### src/rtl/x_word_ser_pkg.sv
// x_ser_pkg: shared types and helpers for the word-to-byte serializer.
// Optional checksum byte is enabled by the X_WORD_SER_CSUM_EN macro.
package x_ser_pkg;

    localparam int BYTE_W = 8;

    typedef enum logic [1:0] {
        IDLE = 2'd0,
        SEND = 2'd1,
        CSUM = 2'd2
    } ser_state_t;

    // A requested length of zero, or one beyond the word size, means "whole word".
    function automatic int eff_len(input int len, input int nbytes);
        if (len == 0 || len > nbytes) begin
            return nbytes;
        end
        return len;
    endfunction

endpackage

### src/rtl/x_word_ser_if.sv
// x_word_ser_if: word-side and byte-side valid/accept handshakes of x_word_ser.
// slave is the serializer's view, master is the view of whoever drives it.
interface x_word_ser_if #(
    parameter int WIDTH = 32
);
    import x_ser_pkg::*;

    localparam int NBYTES = WIDTH / BYTE_W;
    localparam int LEN_W  = $clog2(NBYTES + 1);

    logic              i_valid;
    logic              o_accept;
    logic [WIDTH-1:0]  i_data;
    logic [LEN_W-1:0]  i_len;
    logic              o_valid;
    logic              i_accept;
    logic [BYTE_W-1:0] o_data;
    logic              o_busy;

    modport slave (
        input  i_valid, i_data, i_len, i_accept,
        output o_accept, o_valid, o_data, o_busy
    );

    modport master (
        output i_valid, i_data, i_len, i_accept,
        input  o_accept, o_valid, o_data, o_busy
    );

endinterface

### src/rtl/x_word_ser.sv
// x_word_ser: takes one parallel word and streams it out LSB byte first
// towards the UART transmitter. With X_WORD_SER_CSUM_EN defined, an XOR
// checksum byte follows the data bytes of every word.
module x_word_ser
    import x_ser_pkg::*;
#(
    parameter int WIDTH = 32
) (
    input  logic           i_clk,
    input  logic           i_rst,
    x_word_ser_if.slave    bus
);

    localparam int NBYTES = WIDTH / BYTE_W;
    localparam int LEN_W  = $clog2(NBYTES + 1);

    ser_state_t        state_reg, state_next;
    logic [WIDTH-1:0]  sreg_reg, sreg_next;
    logic [WIDTH-1:0]  sreg_shifted;
    logic [LEN_W-1:0]  cnt_reg, cnt_next;
`ifdef X_WORD_SER_CSUM_EN
    logic [BYTE_W-1:0] csum_reg, csum_next;
`endif

    // Byte lanes of the shift register move down one lane; the top lane fills with zero.
    generate
        for (genvar gi = 0; gi < NBYTES; gi++) begin : g_shift
            if (gi < NBYTES - 1) begin : g_mid
                assign sreg_shifted[gi*BYTE_W +: BYTE_W] = sreg_reg[(gi+1)*BYTE_W +: BYTE_W];
            end else begin : g_top
                assign sreg_shifted[gi*BYTE_W +: BYTE_W] = '0;
            end
        end
    endgenerate

    // Next-state and output decode; outputs depend on registered state only.
    always_comb begin
        state_next   = state_reg;
        sreg_next    = sreg_reg;
        cnt_next     = cnt_reg;
`ifdef X_WORD_SER_CSUM_EN
        csum_next    = csum_reg;
`endif
        bus.o_accept = 1'b0;
        bus.o_valid  = 1'b0;
        bus.o_data   = '0;
        bus.o_busy   = 1'b1;

        case (state_reg)
            IDLE: begin
                bus.o_accept = 1'b1;
                bus.o_busy   = 1'b0;
                if (bus.i_valid) begin
                    sreg_next  = bus.i_data;
                    cnt_next   = LEN_W'(eff_len(int'(bus.i_len), NBYTES));
`ifdef X_WORD_SER_CSUM_EN
                    csum_next  = '0;
`endif
                    state_next = SEND;
                end
            end

            SEND: begin
                bus.o_valid = 1'b1;
                bus.o_data  = sreg_reg[BYTE_W-1:0];
                if (bus.i_accept) begin
                    sreg_next = sreg_shifted;
                    cnt_next  = cnt_reg - LEN_W'(1);
`ifdef X_WORD_SER_CSUM_EN
                    csum_next = csum_reg ^ sreg_reg[BYTE_W-1:0];
`endif
                    if (cnt_reg == LEN_W'(1)) begin
`ifdef X_WORD_SER_CSUM_EN
                        state_next = CSUM;
`else
                        state_next = IDLE;
`endif
                    end
                end
            end

`ifdef X_WORD_SER_CSUM_EN
            CSUM: begin
                bus.o_valid = 1'b1;
                bus.o_data  = csum_reg;
                if (bus.i_accept) begin
                    state_next = IDLE;
                end
            end
`endif

            default: begin
                state_next = IDLE;
            end
        endcase
    end

    // State register; an active-low reset drops any word in flight.
    always_ff @(posedge i_clk) begin
        if (!i_rst) begin
            state_reg <= IDLE;
        end else begin
            state_reg <= state_next;
        end
    end

    // Datapath registers: shift register, remaining-byte counter, checksum.
    always_ff @(posedge i_clk) begin
        if (!i_rst) begin
            sreg_reg <= '0;
            cnt_reg  <= '0;
`ifdef X_WORD_SER_CSUM_EN
            csum_reg <= '0;
`endif
        end else begin
            sreg_reg <= sreg_next;
            cnt_reg  <= cnt_next;
`ifdef X_WORD_SER_CSUM_EN
            csum_reg <= csum_next;
`endif
        end
    end

endmodule

### src/flat_wrapper.sv
// flat-port wrapper written by rule: the top's interface ports become plain ports
module x_word_ser_flat import x_ser_pkg::*;
#(
    parameter int WIDTH = 32
)
  (i_clk, i_rst, bus_i_valid, bus_i_data, bus_i_len, bus_i_accept, bus_o_accept, bus_o_valid, bus_o_data, bus_o_busy);
  x_word_ser_if #(.WIDTH(WIDTH)) bus_i ();
  input  logic i_clk;
  input  logic i_rst;
  input wire logic [$bits(bus_i.i_valid)-1:0] bus_i_valid;
  input wire logic [$bits(bus_i.i_data)-1:0] bus_i_data;
  input wire logic [$bits(bus_i.i_len)-1:0] bus_i_len;
  input wire logic [$bits(bus_i.i_accept)-1:0] bus_i_accept;
  output wire logic [$bits(bus_i.o_accept)-1:0] bus_o_accept;
  output wire logic [$bits(bus_i.o_valid)-1:0] bus_o_valid;
  output wire logic [$bits(bus_i.o_data)-1:0] bus_o_data;
  output wire logic [$bits(bus_i.o_busy)-1:0] bus_o_busy;
  assign bus_i.i_valid = bus_i_valid;
  assign bus_i.i_data = bus_i_data;
  assign bus_i.i_len = bus_i_len;
  assign bus_i.i_accept = bus_i_accept;
  assign bus_o_accept = bus_i.o_accept;
  assign bus_o_valid = bus_i.o_valid;
  assign bus_o_data = bus_i.o_data;
  assign bus_o_busy = bus_i.o_busy;
  x_word_ser #(.WIDTH(WIDTH)) u_core (.i_clk(i_clk), .i_rst(i_rst), .bus(bus_i));
endmodule
### config.mk
export PLATFORM = sky130hd
export DESIGN_NAME = x_word_ser_flat
export DESIGN_NICKNAME = d
export VERILOG_FILES = /design/src/rtl/x_word_ser_pkg.sv /design/src/rtl/x_word_ser_if.sv /design/src/rtl/x_word_ser.sv /design/src/flat_wrapper.sv
export SDC_FILE = /design/constraint.sdc
export NUM_CORES = 1
export LEC_CHECK = 0
export BUFFER_PORTS_ARGS = -buffer_cell sky130_fd_sc_hd__buf_2
export CORE_MARGIN = 4
export CORE_UTILIZATION = 46
export CTS_CLUSTER_SIZE = 30
export DETAILED_ROUTE_END_ITERATION = 8
export PLACE_DENSITY = 0.81
export SYNTH_ARGS = -nofsm -noshare
export SYNTH_HDL_FRONTEND = slang
export SYNTH_SLANG_ARGS = --single-unit
### constraint.sdc
create_clock -name i_clk -period 1.3 [get_ports i_clk]
set_input_delay 0.195 -clock i_clk [delete_from_list [all_inputs] [get_ports i_clk]]
set_output_delay 0.195 -clock i_clk [all_outputs]
set_load 0.01 [all_outputs]
==> run_results.csv <==
group,metric,value,unit
run_status,status,"finished clean",
finish,diodes,0,
place,port_buffers,49,
timing,finalCriticalPeriod,1285,ps
clocking,cts-root-buf,"clkbuf_8",
logic_synthesis,syn_area_per_cell,10.05,um2
place,gp_congestion,0.7347,
floorplanning,coreArea,3689,um2
routing,wl,3715,um
routing,wl_per_cell,13.13,um
clocking,cts_buffers,5,
finish,largest_register_ffs,32,
logic_synthesis,ys.flop_type,"dfxtp_1",
timing,final_max_slew_viol_count,0,
floorplanning,die-area,4899,um2
hold_path,holdPathStages,3,
logic_synthesis,yosysTopAreaCell,"dfxtp_1",
logic_synthesis,synth_common_cells,"dfxtp_1 (36), nor2_1 (34), mux2i_1 (24)",
timing,fin_ws,14.91,ps
routing,vias,1443,
clocking,cts_hold_buf,0,
finish,drive_above_1_share,45.53,%
timing,rsz0062_at_grt,"yes",
clocking,cts.sinks,36,
finish,register_area,725.7,um2
worst_setup_path,reg2reg_depth,3,
floorplanning,ios,50,
place,dp_hpwl,2523,um
routing,via_per_inst,5.099,
worst_setup_path,worst-path-max-fanout,48,
finish,fillers,321,
finish,final_util,63.70,%
routing,remaining_drc_errors,0,
logic_synthesis,synth_top_area_share,40.76,%
floorplanning,rows,22,
power,p_leak,0.001016,uW
hold_path,min_to,"u_core.sreg_reg[25]",
timing,tightest_slew,333.9,ps
timing,fin_crit_sh,98.85,%
worst_setup_path,setup.worst_path.class,"flip-flop to flip-flop",
timing,finalSetupViolations,0,
worst_setup_path,rr_endpoint,"u_core.sreg_reg[11]",
clocking,clk-insertion-delay-late,290,ps
worst_setup_path,arrival,1440,ps
logic_synthesis,synth-compound-area-share,21.80,%
hold_path,min_path_type,"input port to flip-flop",
worst_setup_path,setup.worst_path.start_class,"flip-flop",
floorplanning,die_h,70.00,um
timing,hold-worst-slack,162.8,ps
place,place_ws,-135.9,ps
logic_synthesis,synthMuxAreaShare,15.22,%
logic_synthesis,synth_edf_count,0,
finish,fin_nets,276,
global_route,grt_pass1_vias,1369,
global_route,grt_max_degree,49,
logic_synthesis,synth-simple-area-share,13.23,%
logic_synthesis,synthXorXnorAreaFrac,0,%
floorplanning,die_w,70.00,um
finish,syn_to_final_growth,32.91,%
timing,tns,0,ps
clocking,cts_max_level,2,
timing,slew_headroom,77.74,%
global_route,grt-ovfl-total,0,
worst_setup_path,end_kind,"flip-flop",
timing,finClkSkew,9.225,ps
logic_synthesis,ys_seq_elements,36,
logic_synthesis,yosys_warnings,0,
finish,multi_input_comb_area,970.9,um2
logic_synthesis,netlist_area,1768,um2
power,peakVddDrop,0.0008489,V
global_route,grt_pass1_wl,5720,um
routing,ant_nets,0,
power,p_per_area,1206,nW/um2
logic_synthesis,synthArstFlopShare,0,%
global_route,antenna_found_initial,0,
logic_synthesis,yosys-top-cells-area,"dfxtp_1 (41%), a211oi_2 (14%), mux2i_1 (14%)",
worst_setup_path,required,1460,ps
routing,dr.pass1.iters,4,
global_route,grt_usage,14.39,%
logic_synthesis,synth_top_family_by_area,"compound AO/OA/AOI/OAI gates",
logic_synthesis,synth_most_common_cell,"dfxtp_1",
logic_synthesis,synth_nets,218,
logic_synthesis,seq_area_frac_synth,40.76,%
logic_synthesis,synthAdderAreaFrac,2.123,%
timing,max_freq,778.2,MHz
timing,hold_viol,0,
floorplanning,start_util,47.93,%
routing,first_iter_violations,46,
hold_path,hold_start,"bus_i_data[25]",
run,drv_cap,0,
clocking,cts_tree,"done",
logic_synthesis,syn_inst,176,
worst_setup_path,rrSetupSlack,10,ps
worst_setup_path,r2r-start,"u_core.state_reg[0]",
clocking,clk_path_buf_depth,2,
logic_synthesis,synth_cell_types,29,
clocking,clk_pin_slew_worst_paths,70,ps
## final cells by class
type / count / share of cell area [%]
clock buffers: 6 / 3.088
clock inverters: 2 / 1.491
inverters: 6 / 0.9585
multi-input cells: 119 / 41.32
flip-flops and latches: 36 / 30.88
well taps: 48 / 2.556
repair buffers: 66 / 19.70
## report_power, final
part           leakage (uW)  switching, uW  internal (uW)  total, uW
Sequential         0.000299           59.5           1210       1270
Clock             0.0000552            372            569        941
Combinational      0.000662            302            326        628
## cell families (layout without fill, tap and decap cells)
family | Yosys count | count (layout)
muxes | 26 | 26
and+or+nand+nor | 52 | 52
adders and majority gates | 3 | 3
DFF | 36 | 36
buffers and inverters | 21 | 80
AOI/OAI and AO/OA | 38 | 38
## worst max-delay path by stage
| stage | from | end |
|---|---|---|
| after floorplan | u_core.state_reg[0] | u_core.sreg_reg[10] |
| after global placement | bus_i_len[1] | u_core.cnt_reg[1] |
| after detailed placement | bus_i_len[1] | u_core.cnt_reg[1] |
| after CTS | u_core.state_reg[0] | u_core.sreg_reg[21] |
| after global routing | u_core.state_reg[0] | u_core.sreg_reg[12] |
| final | u_core.state_reg[0] | u_core.sreg_reg[11] |
## layer usage
metal / vias to the layer above / wire [um] / global-route usage (%)
met3: 4 / 259 / 7.050
met4: 0 / 25 / 3.830
met1: 663 / 1548 / 15.68
met2: 39 / 1881 / 24.76
met5: - / 0 / 0
li1: 737 / - / -
## metrics by stage
stage | instances | instance area (um2) | total power, uW
4_1_cts | 273 | 2157 | 2776
3_3_place_gp | 265 | 2041 | 1803
3_5_place_dp | 265 | 2041 | 1817
5_1_grt | 283 | 2350 | 2986
6_report | 283 | 2350 | 2834
2_1_floorplan | 176 | 1769 | 1682
## worst max-delay path, cell delays in order (launching register included)
cell,delay [ps]
dfxtp_4,390
mux2_8,510
nor2_1,190
a211oi_2,60
## cells in the final DEF, fill, tap and decap left out, types with 2 or more instances in the layout
cell and n:
a211oi_1 5, a211oi_2 20, a22oi_1 8, and2_4 7, and3_1 2, buf_12 3, buf_2 43, buf_4 11
buf_6 8, clkbuf_8 5, dfxtp_1 34, ha_1 3, inv_1 5, mux2i_1 24, nand2_1 2, nor2_1 33
## timing repair
action / in CTS / in global routing
hold endpoints to repair: 0 / 0
setup endpoints to repair: 27 / 43
gates resized for setup: 3 / 23
gates cloned: 0 / 1
pin swaps: 0 / 6
buffers inserted: 0 / 9
(Power assumes the default switching activity.)
